File: src/rtl/bin2bcd_pkg.sv
// Shared types and helpers for the iterative binary-to-BCD converter.
package bin2bcd_pkg;

  typedef enum logic [1:0] {
    IDLE = 2'd0,
    CONV = 2'd1,
    HOLD = 2'd2
  } state_t;

  // Nibble value shown in place of a suppressed leading zero digit.
  localparam logic [3:0] BCD_BLANK = 4'hF;

  // Double-dabble pre-shift correction: digits 5..9 become 8..12 so the
  // following shift carries into the next decade.
  function automatic logic [3:0] dabble_adjust(input logic [3:0] digit);
    return (digit > 4'd4) ? digit + 4'd3 : digit;
  endfunction

endpackage

File: src/rtl/bcd_add3.sv
// Combinational per-digit add-3 correction used by the double-dabble loop.
// Plain 4-bit add; no carry into the neighbouring digit.
module bcd_add3
  import bin2bcd_pkg::*;
(
  input  logic [3:0] digit,
  output logic [3:0] adjusted
);

  assign adjusted = dabble_adjust(digit);

endmodule

File: src/rtl/bin2bcd_seq.sv
// Iterative double-dabble binary-to-BCD converter with valid/ready handshakes.
// One input bit is consumed per cycle; all digits are adjusted in parallel.
// Optional two's-complement input (sign + magnitude result), sticky overflow
// with saturation to all nines.
// Build option: define BIN2BCD_LZ_BLANK_EN to replace leading zero digits of a
// non-saturated result with 4'hF (digit 0 is never blanked).
module bin2bcd_seq
  import bin2bcd_pkg::*;
#(
  parameter int unsigned BIN_WIDTH  = 8,
  parameter int unsigned DEC_DIGITS = 3,
  parameter int unsigned SIGNED     = 0
) (
  input  logic                    Clk,
  input  logic                    Rst_n,
  input  logic [BIN_WIDTH-1:0]    DataBin,
  input  logic                    In_valid,
  output logic                    In_ready,
  output logic [DEC_DIGITS*4-1:0] DataBCD,
  output logic                    Sign,
  output logic                    Overflow,
  output logic                    Out_valid,
  input  logic                    Out_ready
);

  localparam int unsigned BCD_W = DEC_DIGITS * 4;
  localparam int unsigned CNT_W = $clog2(BIN_WIDTH + 1);
  localparam logic [CNT_W-1:0] CNT_LAST = CNT_W'(BIN_WIDTH - 1);

  state_t               state_q;
  logic [BIN_WIDTH-1:0] shift_q;
  logic [BCD_W-1:0]     bcd_q;
  logic [CNT_W-1:0]     cnt_q;

  logic                 neg;
  logic [BIN_WIDTH-1:0] mag;
  logic [BCD_W-1:0]     bcd_adj;
  logic [BCD_W-1:0]     bcd_next;
  logic                 ovf_next;
  logic [BCD_W-1:0]     result;

  // Leading-zero suppression of a finished BCD value (identity when disabled).
  function automatic logic [BCD_W-1:0] lz_blank(input logic [BCD_W-1:0] bcd);
    logic seen;
    lz_blank = bcd;
    seen     = 1'b0;
`ifdef BIN2BCD_LZ_BLANK_EN
    for (int i = int'(DEC_DIGITS) - 1; i > 0; i--) begin
      if (!seen && bcd[4*i +: 4] == 4'd0) begin
        lz_blank[4*i +: 4] = BCD_BLANK;
      end else begin
        seen = 1'b1;
      end
    end
`endif
  endfunction

  for (genvar g = 0; g < DEC_DIGITS; g++) begin : g_digit
    bcd_add3 u_add3 (
      .digit    (bcd_q[4*g +: 4]),
      .adjusted (bcd_adj[4*g +: 4])
    );
  end

  // Magnitude of the operand; negative only for signed builds with MSB set.
  assign neg = (SIGNED != 0) && DataBin[BIN_WIDTH-1];
  assign mag = neg ? -DataBin : DataBin;

  // {bcd, shift} shifted left after adjust; the bit leaving the BCD MSB is overflow.
  assign bcd_next = {bcd_adj[BCD_W-2:0], shift_q[BIN_WIDTH-1]};
  assign ovf_next = Overflow | bcd_adj[BCD_W-1];

  // Presented result for the final conversion step: saturated or formatted.
  always_comb begin
    result = lz_blank(bcd_next);
    if (ovf_next) begin
      result = {DEC_DIGITS{4'h9}};
    end
  end

  // Control FSM and datapath registers; all outputs are registered.
  always_ff @(posedge Clk) begin
    if (!Rst_n) begin
      state_q   <= IDLE;
      In_ready  <= 1'b1;
      Out_valid <= 1'b0;
      DataBCD   <= '0;
      Sign      <= 1'b0;
      Overflow  <= 1'b0;
      shift_q   <= '0;
      bcd_q     <= '0;
      cnt_q     <= '0;
    end else begin
      unique case (state_q)
        IDLE: begin
          if (In_valid) begin
            shift_q  <= mag;
            Sign     <= neg;
            bcd_q    <= '0;
            Overflow <= 1'b0;
            cnt_q    <= '0;
            DataBCD  <= '0;
            In_ready <= 1'b0;
            state_q  <= CONV;
          end
        end
        CONV: begin
          bcd_q    <= bcd_next;
          shift_q  <= shift_q << 1;
          Overflow <= ovf_next;
          cnt_q    <= cnt_q + 1'b1;
          if (cnt_q == CNT_LAST) begin
            DataBCD   <= result;
            Out_valid <= 1'b1;
            state_q   <= HOLD;
          end
        end
        HOLD: begin
          if (Out_ready) begin
            Out_valid <= 1'b0;
            In_ready  <= 1'b1;
            state_q   <= IDLE;
          end
        end
        default: state_q <= IDLE;
      endcase
    end
  end

endmodule

File: config.mk
export PLATFORM = sky130hd
export DESIGN_NAME = bin2bcd_seq
export DESIGN_NICKNAME = d
export VERILOG_FILES = /design/src/rtl/bin2bcd_pkg.sv /design/src/rtl/bcd_add3.sv /design/src/rtl/bin2bcd_seq.sv
export SDC_FILE = /design/constraint.sdc
export NUM_CORES = 1
export LEC_CHECK = 0
export ABC_AREA = 0
export CAP_MARGIN = 20
export CORE_UTILIZATION = 40
export DETAILED_ROUTE_END_ITERATION = 12
export PLACE_DENSITY = 0.73
export SYNTH_ARGS = -nofsm -noshare
export SYNTH_HDL_FRONTEND = slang
export SYNTH_SLANG_ARGS = --single-unit
File: constraint.sdc
create_clock -name Clk -period 1.8 [get_ports Clk]
set_input_delay 0.45 -clock Clk [delete_from_list [all_inputs] [get_ports Clk]]
set_output_delay 0.45 -clock Clk [all_outputs]
set_load 0.05 [all_outputs]
# Word level (Yosys, flattened, before mapping)
# Cells that the tools add are included.
# Widths: inputs -> output; s select.
# totals
regBits	41
elab_cells	54
# op_classes
addsub	4
magnitude_cmp	3
eq_ne	6
n_mux	23
bitwise	1
n_reduce_logical	9
# ops
operator	count
$pmux 12 s2	2
$mux 12	3
$mux 4	4
$pmux 8 s2	1
$add 4x2->4 const B	3
$gt 4x3->1 const B	3
$reduce_and 3->1	4
$mux 8	1
$pmux 4 s2	1
$mux 2	3
$ne 2x2->1 const B	3
$pmux 1 s2	3
$pmux 2 s3	1
$reduce_bool 2->1	3
$add 4x1->4 const B	1
$eq 4x3->1 const B	1
$mux 1	4
$eq 2x1->1 const B	1
$eq 2x2->1 const B	1
$logic_not 2->1	1
$reduce_and 2->1	1
$or 1x1->1	1

# Depth between registers and ports, before layout
# logic_depth
depth_word	6
mapped_depth	6
ltp_nobuf	6

# By module
# From an unflattened synthesis, not the netlist that was laid out.
# unflattened
hier_cells	220
hier_area_um2	1988.2
# modules_own_cells
mod	instances	cells_each	area_each_um2
bin2bcd_seq	1	175	1676.6
bcd_add3	3	15	103.8

# Worst setup path before layout
# OpenSTA, ideal clock, no wires.
# synth_path
path_kind	flip-flop to flip-flop
start	register Overflow
end	register DataBCD[4]
arrival_ns	1.412
required_ns	1.726
path_slack_ns	0.314
path_stages_with_launch	5
period_less_slack_ns	1.486
path_cell_list	dfxtp_1 o21ba_2 mux2i_1 nand2_1 a31oi_1
# synth_between
elab_chain_len	4
# synth_rtl
item	line	source
from (decl)	bin2bcd_seq.sv:21	output logic Overflow,
from (signal assigned)	bin2bcd_seq.sv:110	Overflow <= ovf_next;
$or 1x1->1	bin2bcd_seq.sv:71	assign ovf_next = Overflow | bcd_adj[BCD_W-1];
$mux 12	bin2bcd_seq.sv:76	if (ovf_next) begin
$mux 12	bin2bcd_seq.sv:112	if (cnt_q == CNT_LAST) begin
$pmux 12 s2	bin2bcd_seq.sv:94	unique case (state_q)
to (signal assigned)	bin2bcd_seq.sv:113	DataBCD <= result;
to (decl)	bin2bcd_seq.sv:19	output logic [DEC_DIGITS*4-1:0] DataBCD,
# No other way between the ends. The select of a mux whose other input is x is not followed.
# A chain may end at the register's enable or synchronous reset.

# Worst setup path after layout
# layout_path
start	register cnt_q[0]
end	register DataBCD[7]
# layout_between
elab_chain_len	3
# layout_rtl
item	line	source
from (decl)	bin2bcd_seq.sv:33	logic [CNT_W-1:0] cnt_q;
from (signal assigned)	bin2bcd_seq.sv:111	cnt_q <= cnt_q + 1'b1;
$eq 4x3->1	bin2bcd_seq.sv:112	
$ne 2x2->1 (no source line)	n/a	
$reduce_and 3->1 (no source line)	n/a	
# No other way between the ends.

==> impl_metrics.toml <==
[setup_path]
reg2reg_depth = 5
worstPathMaxFanout = 9
slowest_delay_ns = 0.53
critical_path_required_ns = 2.03
end_kind = "register"
r2r_slack_ns = 0.19
crit_family = "simple AND/OR/NAND/NOR gates"
cp_cell_sequence = "ha_1 -> nand4b_1 -> a21oi_2 -> nor2b_1 -> o2bb2ai_1"
cp.arrival_ns = 1.84
cp.depth = 5
path_class = "reg -> reg"
worst_setup_path_start_kind = "register"
crit_buf_inv = 0
timing.rr.start = "cnt_q[0]"
rr_endpoint = "DataBCD[7]"
cp_slowest_cell = "nor2b_1"

[route]
finalWirelength_mm = 4.378
drtAntennaViolNets = 0
dr_total_vias = 1712
drc = 0
viasPerCell = 5.523
first_pass_iters = 4
routedWlPerCell_um = 14.12
drt-initial-drc-count = 140

[pwr]
switching_share = 0.2372
combPwrFrac = 0.103
p_int_mw = 1.470
p_clk_frac = 0.404
ir_drop_uv = 466.6
p_seq_frac = 0.493
power_leakage_nw = 0.8833
p_per_area_nw_per_um2 = 815.9
netSwitchingPower_mw = 0.4571

[yosys]
synth.distinct_cells = 43
synth-main-ff-cell = "dfxtp_1"
ys_seq_area_frac = 0.4254
ys_warn_count = 0
syn_area_um2 = 1929
synth_fp_nets = 242
synth_area_per_cell_um2 = 8.575
async_flop_share = 0
synth_edf_count = 0
syn_inst = 225
ys_seq_elements = 41

[clocking]
clock_sinks = 41
cts_tree = "yes"
cts_max_level = 2
cts_buffers = 5
clock_latency_ns = 0.30
cts-resized-gates = 0
clk_pin_slew_ns = 0.08
cts_hold_buf = 0
root_buffer = "clkbuf_8"
cts_buffer_depth = 2
post_cts_buffers = 0

[global_routing]
gr-usage-met1 = 0.2432
met2_usage = 0.2751
grt_pass1_vias = 1518
grt_max_degree = 36
grt_pass1_wl_mm = 7.258
overflow = 0
gr-usage-met3 = 0.05063
antenna_found_initial = 0
grt.total_usage = 0.1807
grt.busiest_layer = "met2"

[timing]
clock_skew_ns = 0.008793
post-route-period-util = 0.8938
worst_slew_pin_slew_ns = 0.6498
fmaxAchievable_mhz = 621.6
slew_headroom = 0.5659
setup_slack_ns = 0.1911
slew_violations = 0
final-setup-viol-count = 0
hold_viol = 0
rsz0062_at_grt = "false"
final.min_clock_period_ns = 1.609

[die]
initial_core_util = 0.4283
die_h_um = 71.45
die-area_um2 = 5105
rows = 24
coreArea_um2 = 4504
die_w_um = 71.45
ioPinCount = 28

[finish]
drive_above_1_share = 0.1473
areaGrowthSynthToFinish_pct = 22.44
antenna_cells = 0
multi_input_area_um2 = 1017
nFillCells = 444
regArea_um2 = 820.8
design_area_um2 = 2362
num-nets-final = 274

[hold_path]
worstHoldPathCells = 1
hp-start = "DataBCD[5]"
min_path_type = "reg -> reg"
min_to = "DataBCD[5]"

[placement]
dp_slack_ns = -0.07884
placed_area_um2 = 2246
gp_congestion = 0.7796
io_buffers = 26
place_hpwl_mm = 2.921

[outcome]
status = "complete, no violations"

[job]
cap_violations = 0
metal layers:
layer	vias up	part of all wire
li1	878	-
met4	0	0.014
met3	6	0.056
met1	787	0.50
met2	41	0.43
met5	-	0
worst register-to-register path: stages, from the launching register on:
cell and delay, ns:
dfxtp_1 0.34, ha_1 0.26, nand4b_1 0.14, a21oi_2 0.10, nor2b_1 0.53, o2bb2ai_1 0.19
cell usage after synthesis (2+ instances only):
cell | instances | area share
o311ai_1 | 3 | 0.014
inv_1 | 8 | 0.016
o211a_1 | 3 | 0.016
a21oi_1 | 11 | 0.029
a22oi_1 | 3 | 0.012
nand2b_1 | 3 | 0.0097
a31oi_1 | 4 | 0.013
nor2b_1 | 10 | 0.032
o2bb2ai_1 | 9 | 0.041
or3_1 | 5 | 0.016
dfxtp_1 | 41 | 0.43
nor3b_1 | 3 | 0.012
nand2_1 | 20 | 0.039
clkbuf_1 | 5 | 0.0097
a21boi_1 | 10 | 0.039
nor2_1 | 9 | 0.018
buf_2 | 7 | 0.018
nand3_1 | 9 | 0.023
a21boi_0 | 4 | 0.016
ha_1 | 5 | 0.032
o22ai_1 | 3 | 0.0097
o21ai_0 | 26 | 0.067
a211oi_1 | 2 | 0.0078
nor3_1 | 2 | 0.0052
nor4_1 | 2 | 0.0065
cells by family after synthesis:
| family | synth area share |
|---|---|
| fa+ha+maj | 0.03243 |
| buf+inv | 0.04734 |
| compound gates | 0.2879 |
| mux | 0.01102 |
| simple gates | 0.1939 |
| other cells | 0.001944 |
| flops | 0.4254 |
power by group through the flow:
stage	clock network (mW)	logic, mW	registers [mW]
2_1_floorplan	0	0.105	0.986
6_report	0.779	0.199	0.950
3_3_place_gp	0	0.197	0.971
5_1_grt	0.825	0.219	0.953
4_1_cts	0.789	0.198	0.949
3_5_place_dp	0	0.197	0.971
layout by cell type (no fill, tap or decap), types with 4 or more instances in the layout:
master,count
a21boi_0,4
a21boi_1,10
a21oi_1,11
a31oi_1,4
buf_4,27
clkbuf_8,6
clkdlybuf4s50_1,11
dfxtp_1,41
ha_1,5
inv_1,8
nand2_1,20
nand3_1,9
nor2_1,9
nor2b_1,10
o21ai_0,26
o2bb2ai_1,9
or3_1,5
worst max-delay path by stage:
stage / slack (ns) / from / endpoint
after floorplan: 0.31 / Overflow / DataBCD[4]
after global placement: -0.08 / In_valid / DataBCD[1]
after detailed placement: -0.08 / In_valid / DataBCD[5]
after CTS: 0.18 / cnt_q[0] / DataBCD[7]
after global routing: 0.04 / cnt_q[0] / DataBCD[0]
final: 0.19 / cnt_q[0] / DataBCD[7]
cell type report:
cell class / instances / area share
Clock buffer: 7 / 0.03655
Clock inverter: 1 / 0.01271
Inverter: 8 / 0.01271
Multi-Input combinational cell: 163 / 0.4306
Sequential cell: 41 / 0.3475
Tap cell: 52 / 0.02754
Timing Repair Buffer: 38 / 0.1324
per-stage QoR:
step,total power [mW],hold WS (ns),utilization,std cells,setup TNS [ns]
floorplan,1.091,0.4578,-,225,0
global placement,1.168,0.4473,0.4986,302,-0.6618
detailed placement,1.168,0.4493,0.4986,302,-0.6758
CTS,1.937,0.4741,0.5244,310,0
global route,1.997,0.4882,0.5244,310,0
finish,1.927,0.4697,0.5244,310,0
registers in the layout (all words and copies together), names as in the netlist:
signal and flops:
DataBCD 12, bcd_q 12, shift_q 8, cnt_q 4
state_q 2, In_ready 1, Out_valid 1, Overflow 1
(Power assumes the default switching activity.)
